### src/rtl/t_pkg.sv
// Shared types and constants for the L/M/R word packer.
package t_pkg;

    localparam int unsigned DATA_WIDTH = 16;
    localparam int unsigned N_WORDS    = 3;
    localparam int unsigned CNT_W      = 2;

    typedef logic [DATA_WIDTH-1:0] word_t;
    typedef logic [N_WORDS-1:0]    keep_t;

    // One rebuilt triple as presented to the consumer
    typedef struct packed {
        word_t l;
        word_t m;
        word_t r;
        keep_t keep;
        logic  last;
    } group_t;

    // Keep mask for a group closed with cnt staged words plus the incoming one
    function automatic keep_t keep_mask(input logic [CNT_W-1:0] cnt);
        logic [N_WORDS:0] one_hot;
        one_hot = (N_WORDS+1)'(1) << ({1'b0, cnt} + 3'd1);
        return keep_t'(one_hot - (N_WORDS+1)'(1));
    endfunction

endpackage

### src/rtl/t_word_packer_if.sv
// Serial word input and L/M/R triple output handshake bundle.
interface t_word_packer_if
    import t_pkg::*;
();

    logic  s_valid;
    logic  s_ready;
    word_t s_data;
    logic  s_last;

    logic  m_valid;
    logic  m_ready;
    word_t m_data_l;
    word_t m_data_m;
    word_t m_data_r;
    keep_t m_keep;
    logic  m_last;

    // Environment side: drives the word stream and consumes triples
    modport master (
        output s_valid, s_data, s_last, m_ready,
        input  s_ready, m_valid, m_data_l, m_data_m, m_data_r, m_keep, m_last
    );

    // Packer side
    modport slave (
        input  s_valid, s_data, s_last, m_ready,
        output s_ready, m_valid, m_data_l, m_data_m, m_data_r, m_keep, m_last
    );

endinterface

### src/rtl/t_stage_reg.sv
// Single-word register with asynchronous reset and load enable.
module t_stage_reg
    import t_pkg::*;
(
    input  logic  clk,
    input  logic  rst,
    input  logic  en_i,
    input  word_t d_i,
    output word_t q_o
);

    word_t q_q;

    // Capture the word when enabled, clear on reset
    always_ff @(posedge clk or posedge rst) begin
        if (rst) begin
            q_q <= '0;
        end else if (en_i) begin
            q_q <= d_i;
        end
    end

    assign q_o = q_q;

endmodule

### src/rtl/t_word_packer.sv
// Rebuilds L/M/R word triples with keep mask and packet-end flag from a serial word stream.
module t_word_packer
    import t_pkg::*;
(
    input  logic            clk,
    input  logic            rst,
    t_word_packer_if.slave  bus
);

    localparam logic [CNT_W-1:0] CNT_FULL = CNT_W'(N_WORDS - 1);

    logic [CNT_W-1:0] cnt_q;
    logic [CNT_W-1:0] cnt_d;
    logic             m_valid_q;
    logic             m_valid_d;
    keep_t            keep_q;
    keep_t            keep_d;
    logic             last_q;
    logic             last_d;

    logic   out_free_c;
    logic   s_ready_c;
    logic   in_fire_c;
    logic   final_c;
    logic   load_out_c;
    logic   stage_en0_c;
    logic   stage_en1_c;
    word_t  stage0;
    word_t  stage1;
    group_t grp_c;

    // Handshake and final-word decode; non-final words bypass output backpressure
    always_comb begin
        out_free_c  = ~m_valid_q | bus.m_ready;
        s_ready_c   = ((cnt_q < CNT_FULL) & ~bus.s_last) | out_free_c;
        in_fire_c   = bus.s_valid & s_ready_c;
        final_c     = (cnt_q == CNT_FULL) | bus.s_last;
        load_out_c  = in_fire_c & final_c;
        stage_en0_c = in_fire_c & ~final_c & (cnt_q == CNT_W'(0));
        stage_en1_c = in_fire_c & ~final_c & (cnt_q == CNT_W'(1));
    end

    // Compose the group closed by the incoming word; unfilled slots read as zero
    always_comb begin
        grp_c      = '0;
        grp_c.keep = keep_mask(cnt_q);
        grp_c.last = bus.s_last;
        case (cnt_q)
            CNT_W'(0): begin
                grp_c.l = bus.s_data;
            end
            CNT_W'(1): begin
                grp_c.l = stage0;
                grp_c.m = bus.s_data;
            end
            default: begin
                grp_c.l = stage0;
                grp_c.m = stage1;
                grp_c.r = bus.s_data;
            end
        endcase
    end

    // Next-state for word count, output valid and output sideband
    always_comb begin
        cnt_d     = cnt_q;
        m_valid_d = m_valid_q;
        keep_d    = keep_q;
        last_d    = last_q;
        if (in_fire_c) begin
            cnt_d = final_c ? '0 : cnt_q + CNT_W'(1);
        end
        if (load_out_c) begin
            m_valid_d = 1'b1;
            keep_d    = grp_c.keep;
            last_d    = grp_c.last;
        end else if (m_valid_q & bus.m_ready) begin
            m_valid_d = 1'b0;
        end
    end

    // Control and sideband state registers
    always_ff @(posedge clk or posedge rst) begin
        if (rst) begin
            cnt_q     <= '0;
            m_valid_q <= 1'b0;
            keep_q    <= '0;
            last_q    <= 1'b0;
        end else begin
            cnt_q     <= cnt_d;
            m_valid_q <= m_valid_d;
            keep_q    <= keep_d;
            last_q    <= last_d;
        end
    end

    t_stage_reg u_stage0 (
        .clk  (clk),
        .rst  (rst),
        .en_i (stage_en0_c),
        .d_i  (bus.s_data),
        .q_o  (stage0)
    );

    t_stage_reg u_stage1 (
        .clk  (clk),
        .rst  (rst),
        .en_i (stage_en1_c),
        .d_i  (bus.s_data),
        .q_o  (stage1)
    );

    t_stage_reg u_out_l (
        .clk  (clk),
        .rst  (rst),
        .en_i (load_out_c),
        .d_i  (grp_c.l),
        .q_o  (bus.m_data_l)
    );

    t_stage_reg u_out_m (
        .clk  (clk),
        .rst  (rst),
        .en_i (load_out_c),
        .d_i  (grp_c.m),
        .q_o  (bus.m_data_m)
    );

    t_stage_reg u_out_r (
        .clk  (clk),
        .rst  (rst),
        .en_i (load_out_c),
        .d_i  (grp_c.r),
        .q_o  (bus.m_data_r)
    );

    assign bus.s_ready = s_ready_c;
    assign bus.m_valid = m_valid_q;
    assign bus.m_keep  = keep_q;
    assign bus.m_last  = last_q;

endmodule
### src/flat_wrapper.sv
// flat-port wrapper written by rule: the top's interface ports become plain ports
module t_word_packer_flat import t_pkg::*;
  (clk, rst, bus_s_valid, bus_s_data, bus_s_last, bus_m_ready, bus_s_ready, bus_m_valid, bus_m_data_l, bus_m_data_m, bus_m_data_r, bus_m_keep, bus_m_last);
  t_word_packer_if bus_i ();
  input  logic clk;
  input  logic rst;
  input wire logic [$bits(bus_i.s_valid)-1:0] bus_s_valid;
  input wire logic [$bits(bus_i.s_data)-1:0] bus_s_data;
  input wire logic [$bits(bus_i.s_last)-1:0] bus_s_last;
  input wire logic [$bits(bus_i.m_ready)-1:0] bus_m_ready;
  output wire logic [$bits(bus_i.s_ready)-1:0] bus_s_ready;
  output wire logic [$bits(bus_i.m_valid)-1:0] bus_m_valid;
  output wire logic [$bits(bus_i.m_data_l)-1:0] bus_m_data_l;
  output wire logic [$bits(bus_i.m_data_m)-1:0] bus_m_data_m;
  output wire logic [$bits(bus_i.m_data_r)-1:0] bus_m_data_r;
  output wire logic [$bits(bus_i.m_keep)-1:0] bus_m_keep;
  output wire logic [$bits(bus_i.m_last)-1:0] bus_m_last;
  assign bus_i.s_valid = bus_s_valid;
  assign bus_i.s_data = bus_s_data;
  assign bus_i.s_last = bus_s_last;
  assign bus_i.m_ready = bus_m_ready;
  assign bus_s_ready = bus_i.s_ready;
  assign bus_m_valid = bus_i.m_valid;
  assign bus_m_data_l = bus_i.m_data_l;
  assign bus_m_data_m = bus_i.m_data_m;
  assign bus_m_data_r = bus_i.m_data_r;
  assign bus_m_keep = bus_i.m_keep;
  assign bus_m_last = bus_i.m_last;
  t_word_packer u_core (.clk(clk), .rst(rst), .bus(bus_i));
endmodule
### config.mk
export PLATFORM = sky130hd
export DESIGN_NAME = t_word_packer_flat
export DESIGN_NICKNAME = d
export VERILOG_FILES = /design/src/rtl/t_pkg.sv /design/src/rtl/t_word_packer_if.sv /design/src/rtl/t_stage_reg.sv /design/src/rtl/t_word_packer.sv /design/src/flat_wrapper.sv
export SDC_FILE = /design/constraint.sdc
export NUM_CORES = 1
export LEC_CHECK = 0
export BUFFER_PORTS_ARGS = -buffer_cell sky130_fd_sc_hd__buf_2
export CAP_MARGIN = 20
export CORE_MARGIN = 2
export CORE_UTILIZATION = 39
export DETAILED_ROUTE_END_ITERATION = 12
export PLACE_DENSITY_LB_ADDON = 0.25
export SLEW_MARGIN = 30
export SYNTH_ARGS = -nofsm -noshare
export SYNTH_HDL_FRONTEND = slang
export SYNTH_SLANG_ARGS = --single-unit
export TNS_END_PERCENT = 20
### constraint.sdc
create_clock -name clk -period 2.55 [get_ports clk]
set_input_delay 0.255 -clock clk [delete_from_list [all_inputs] [get_ports clk]]
set_output_delay 0.255 -clock clk [all_outputs]
set_load 0.01 [all_outputs]
==> After elaboration in Yosys (flattened, before gate mapping) <==
Cells that the tools add are included.
{ "totals": {"reg_bits": 87, "inputBits": 21, "out_inout_bits": 54, "word_cells": 38} }
{ "op_classes": {"add_sub_neg": 3, "order_cmp": 1, "n_eq_ne": 2, "shift": 1, "mux": 6, "n_bitwise": 13, "reduce_logical": 3} }
{ "ops": {"columns": ["cell", "n"], "rows": [
  ["2-to-1 mux 16 bit", 2],
  ["one-hot mux 16 bit (2 select lines)", 1],
  ["bitwise AND 1 bit", 7],
  ["adder 2 x 1 -> 3 bit (second input constant)", 1],
  ["NOT 1 bit", 3],
  ["OR 1 bit", 3],
  ["<< shifter 1 x 3 -> 3 bit (first input constant)", 1],
  ["subtractor 3 x 1 -> 3 bit (second input constant)", 1],
  ["adder 2 x 1 -> 2 bit (second input constant)", 1],
  ["equality test 2 x 1 -> 1 bit (second input constant)", 1],
  ["equality test 2 bit (second input constant)", 1],
  ["zero test 2 bit", 1],
  ["less-than comparator 2 bit (second input constant)", 1],
  ["2-to-1 mux 1 bit", 2],
  ["2-to-1 mux 2 bit", 1],
  ["nonzero test 2 bit", 1],
  ["OR reduction 2 bit", 1]
]} }

==> Logic depth before layout (Yosys ltp) <==
{ "depth": {"depth_word": 6, "mapped_depth": 7, "ltp_nobuf": 5} }

==> Cells and area by module <==
Synthesis repeated with hierarchy kept, for this count alone.
{ "unflattened": {"cells_unflattened": 271, "hier_area_um2": 4169.0} }
{ "by_module_without_submodules": {"columns": ["module", "n_inst", "cells_per_inst", "area_each_um2", "seq_area_each_um2"], "rows": [
  ["t_stage_reg", 5, 35, 653.1, 400.4],
  ["t_word_packer", 1, 96, 903.4, 175.2]
]} }

==> Least setup slack after synthesis <==
Ideal clock, no wire load.
{ "synth_timing": {"path_type": "flip-flop to flip-flop", "startpoint": "register u_core.cnt_q[1]", "endpoint": "register u_core.u_out_l.q_q[10] (netlist: u_core.u_out_l.q_o[10])", "setup_ns": 0.125, "arrival_time_ns": 1.863, "required_ns": 2.425, "setup_slack_ns": 0.562, "path_stages_with_launch": 7, "n_path_buf": 2, "synth_period_minus_slack_ns": 1.988, "path_cell_list": "dfrtp_1 buf_2 inv_1 ha_1 clkbuf_1 mux2_2 mux2_2"} }
{ "synth_between": {"elab_chain_cells": 5, "word_cells_on_any_way": 9, "classes_between": "order compare (1); eq/ne (1); mux (1); bitwise (5); reduce/logical (1)"} }
{ "synth_rtl": {"columns": ["item", "line", "source"], "rows": [
  ["from (decl)", "t_word_packer.sv:12", "logic [CNT_W-1:0] cnt_q;"],
  ["from (signal assigned)", "t_word_packer.sv:90", "cnt_q <= cnt_d;"],
  ["less-than comparator 2 bit", "t_word_packer.sv:35", "s_ready_c = ((cnt_q < CNT_FULL) & ~bus.s_last) | out_free_c;"],
  ["bitwise AND 1 bit", "t_word_packer.sv:35", null],
  ["OR 1 bit", "t_word_packer.sv:35", null],
  ["bitwise AND 1 bit", "t_word_packer.sv:36", "in_fire_c = bus.s_valid & s_ready_c;"],
  ["bitwise AND 1 bit", "t_word_packer.sv:38", "load_out_c = in_fire_c & final_c;"],
  ["to (signal assigned)", "t_stage_reg.sv:19", "q_q <= d_i;"],
  ["to (decl)", "t_stage_reg.sv:12", "word_t q_q;"]
]} }
Several ways; a longest one is shown, not always the timed one.
A chain may end at the register's enable or synchronous reset.

==> Worst setup path after layout <==
{ "layout_timing": {"startpoint": "register u_core.cnt_q[1]", "endpoint": "register u_core.u_out_m.q_q[12] (netlist: u_core.u_out_m.q_o[12])"} }
{ "layout_between": {"elab_chain_cells": 5, "word_cells_on_any_way": 10, "classes_between": "order compare (1); eq/ne (2); mux (1); bitwise (5); reduce/logical (1)"} }
{ "layout_rtl": {"columns": ["item", "line"], "rows": [
  ["less-than comparator 2 bit", "t_word_packer.sv:35"],
  ["bitwise AND 1 bit", "t_word_packer.sv:35"],
  ["OR 1 bit", "t_word_packer.sv:35"],
  ["bitwise AND 1 bit", "t_word_packer.sv:36"],
  ["bitwise AND 1 bit", "t_word_packer.sv:38"],
  ["to (signal assigned)", "t_stage_reg.sv:19"],
  ["to (decl)", "t_stage_reg.sv:12"]
]} }
Several ways; a longest one is shown, not always the timed one.

==> results by group <==
Outcome
  – Status: complete, no violations

Global route
  – Vias in the first global route: roughly 2600
  – Largest net degree at the start of global routing: 32
  – GRT overflow: 0
  – Tot GR Track Use: 0.1606
  – Antenna violations before repair: 0
  – Global-route wire length before repair: 13590 um

Route
  – ANT nets after route: 0
  – Iteration-0 DRC count of the detailed router: around 110
  – Pre-Repair DR Iteration Count: 4
  – Drc violations: 0
  – WL/cell: roughly 16 um
  – Vias per inst: just under 5
  – Final wirelength: roughly 8000 um
  – Via count: 2476

Hold path
  – Worst hold path class: input pin to flop

STA
  – Total negative setup slack: 0 ns
  – Unrepaired setup endpoints after global routing: no
  – Final setup violation count: 0
  – Final Cycle Share: 0.8344
  – Worst slew margin: 0.5947
  – Final Hold Fails: 0
  – Final worst path period need: ~2.1 ns
  – Final setup skew: 0.008391 ns
  – Worst-margin pin slew: 0.6074 ns
  – Final worst slack: approximately 0.42 ns
  – FMAX: between 400 and 500 MHz
  – Slew Limit Fails: 0

Logic synthesis
  – Post-synth top area share: 0.5597
  – Cells after Synth: a little under 300
  – Asr flop ratio synth: 1.000
  – Synthesized Nets: roughly 320
  – Count leader, synth: dfrtp_1
  – Most used DFF post-synth: dfrtp_1
  – FF+latch count, synth: 87
  – Post-Syn Area: between 3000 and 4000 um2
  – Yosys Warn Count: 0
  – Post-synth EDFFs: 0
  – Largest cells by area after synthesis: dfrtp_1 56%, mux2_2 22%, mux2i_1 5.4%
  – Post-synth top cells: 87 x dfrtp_1, 76 x mux2_2, 26 x inv_1, 21 x mux2i_1, 17 x nand2_1
  – Sequential share of the synthesized area: 0.5597
  – Yosys top cell by area: dfrtp_1
  – Cell variety after synth: 27
  – Syn_area_per_cell: ~13 um2

CTS
  – # resized after CTS: 0
  – Post-CTS setup buffers: 0
  – Worst-skew pair later-pin latency: roughly 0.35 ns
  – Num CTS Buffers: 9
  – Clock Tree Buf Depth: 2
  – Hold_buf cts: 1
  – Clk pin slew, worst setup/hold paths: 0.08 ns
  – Root Buffer: clkbuf_8
  – CTS tree: built
  – # H-tree levels: 3
  – CTS sink cnt: 87

Critical path
  – Crit path cell chain: buf_4 -> or2_1 -> a211oi_4 -> buf_4 -> mux2_2
  – Largest fanout on the critical path: 22
  – Max incr delay on CP: 0.40 ns
  – WS Path Type: flop to flop
  – Top delay family on crit path: buffers and inverters
  – Kind of end point of the critical path: flop
  – WP data required: 2.79 ns
  – CP arrival: 2.37 ns
  – Buf/Inv on CP: 2
  – CP max stage cell: dfrtp_1
  – Startpoint Class: flop
  – Crit-path most repeated cell: buf_4

Floorplan
  – Die Wd: between 100 and 150 um
  – Core ar.: 9729 um2
  – Starting Density: 0.3998
  – Die Ht: just over 100 um
  – IO Count: 75
  – Core Rows: 36
  – Die area: 10790 um2

Pwr
  – Sequential fraction of design power: 0.427
  – PwrDens: ~1200 nW/um2
  – Pwr Total: approximately 5.4 mW
  – Int Pwr: between 3 and 4 mW
  – Static Leak: between 2 and 2.5 nW
  – Peak supply drop: about 0.00055 V
  – Sw power: roughly 1.8 mW
  – Combinational share of power: 0.398
  – Sw Ratio: 0.3332
  – Clock Power Share: 0.175

Cells and area
  – Layout Cell Area excl Fill: between 4000 and 5000 um2
  – Share of layout cells above drive strength 1: 0.4828
  – Fillers: a little over 900
  – Area delta synth->final: 20.01%
  – N_diodes: 0
  – Finished Layout Cells: between 500 and 600
  – Flip-flop and latch area: 2177 um2
  – Multi-input gate area: about 1500 um2
  – Nets@finish: a little over 400

Placement
  – Input/output buffers: between 70 and 80
  – Placer Congestion: around 0.73
  – Post-DP Area: 4467 um2
  – Place WS: 0.4232 ns
  – Dpl hpwl: approximately 5500 um
  – Inst Count DP: roughly 500

Run
  – Max-Cap Viols: 0
cell type report:
| class | instances | area share |
|---|---|---|
| Tap cell | 133 | 0.03565 |
| Inverter | 26 | 0.02117 |
| Multi-Input combinational cell | 163 | 0.3313 |
| Timing Repair Buffer | 88 | 0.1051 |
| Clock inverter | 3 | 0.009381 |
| Clock buffer | 12 | 0.03109 |
| Sequential cell | 87 | 0.4664 |
cell usage in the layout (no fill, tap or decap), types with 2 or more instances in the layout:
master | Yosys | final
dfrtp_1 | 87 | 87
mux2_2 | 76 | 76
buf_2 | 3 | 74
inv_1 | 26 | 25
mux2i_1 | 21 | 21
nand2_1 | 17 | 17
a22o_1 | 12 | 12
buf_4 | 5 | 12
clkbuf_8 | 0 | 10
a21oi_1 | 7 | 7
ha_1 | 7 | 7
nor3b_1 | 4 | 4
nor2_2 | 1 | 2
o21ai_0 | 2 | 2
nand2b_1 | 2 | 2
nand4_2 | 2 | 2
clkinv_2 | 0 | 2
a31oi_1 | 2 | 2
mux2_1 | 2 | 2
clkbuf_1 | 6 | 2
path summary, 6_finish.rpt:
check | slack [ns] | to | from | cells past startpoint
max in group asynchronous | 1.31 | u_core.bus.m_keep[0]$_DFFE_PP0P_ | rst | 4
min reg2reg | 0.50 | u_core.u_stage1.q_o[15]$_DFFE_PP0P_ | u_core.u_stage1.q_o[15]$_DFFE_PP0P_ | 1
min | 0.18 | u_core.bus.m_last$_DFFE_PP0P_ | bus_s_last | 3
max | 0.42 | u_core.u_out_m.q_o[12]$_DFFE_PP0P_ | u_core.cnt_q[1]$_DFFE_PP0P_ | 5
max reg2reg | 0.42 | u_core.u_out_m.q_o[12]$_DFFE_PP0P_ | u_core.cnt_q[1]$_DFFE_PP0P_ | 5
min in group asynchronous | 0.46 | u_core.u_out_l.q_o[7]$_DFFE_PP0P_ | rst | 3
kinds of logic (layout without fill, tap and decap cells):
logic type,count (synthesis),count (layout),synth area share
buffers and inverters,41,129,0.04535
adders and majority gates,7,7,0.02251
muxes,99,99,0.2798
xor gates and xnor gates,1,1,0.002252
and+or+nand+nor,31,31,0.04310
AOI/OAI and AO/OA,25,25,0.04728
DFF,87,87,0.5597
per-stage QoR:
step,util,hold WS [ns]
after global routing,0.4798,0.1703
final,0.4798,0.1768
after global placement,0.4591,0.3132
after floorplan,-,0.3886
after detailed placement,0.4591,0.3132
after CTS,0.4796,0.1584
state kept, by name (all words and copies together), names as in the netlist:
register / flops
u_core.bus.m_keep: 3
u_core.bus.m_last: 1
u_core.bus.m_valid: 1
u_core.cnt_q: 2
u_core.u_out_l.q_o: 16
u_core.u_out_m.q_o: 16
u_core.u_out_r.q_o: 16
u_core.u_stage0.q_o: 16
u_core.u_stage1.q_o: 16
layer usage:
metal | vias up | part of all wire | global-route usage
li1 | 1172 | - | -
met1 | 1246 | 0.49 | 0.2166
met2 | 53 | 0.47 | 0.2538
met3 | 5 | 0.035 | 0.04010
met4 | 0 | 0.0098 | 0.05502
met5 | - | 0 | 0
power groups by stage:
stage                     Sequential, mW  Clock (mW)  Combinational, mW
after global placement              2.33           0               2.13
final                               2.31       0.951               2.16
after detailed placement            2.34           0               2.19
after global routing                2.41        1.05               2.37
after CTS                           2.32       0.985               2.20
after floorplan                     2.46           0               1.30
worst register-to-register path: cells and delay by family (launching register included):
family                 cells  cell delay (ns)
DFF                        1             0.40
muxes                      1             0.40
buffers and inverters      2             0.59
and+or+nand+nor            1             0.31
AOI/OAI and AO/OA          1             0.32
(Power assumes the default switching activity.)
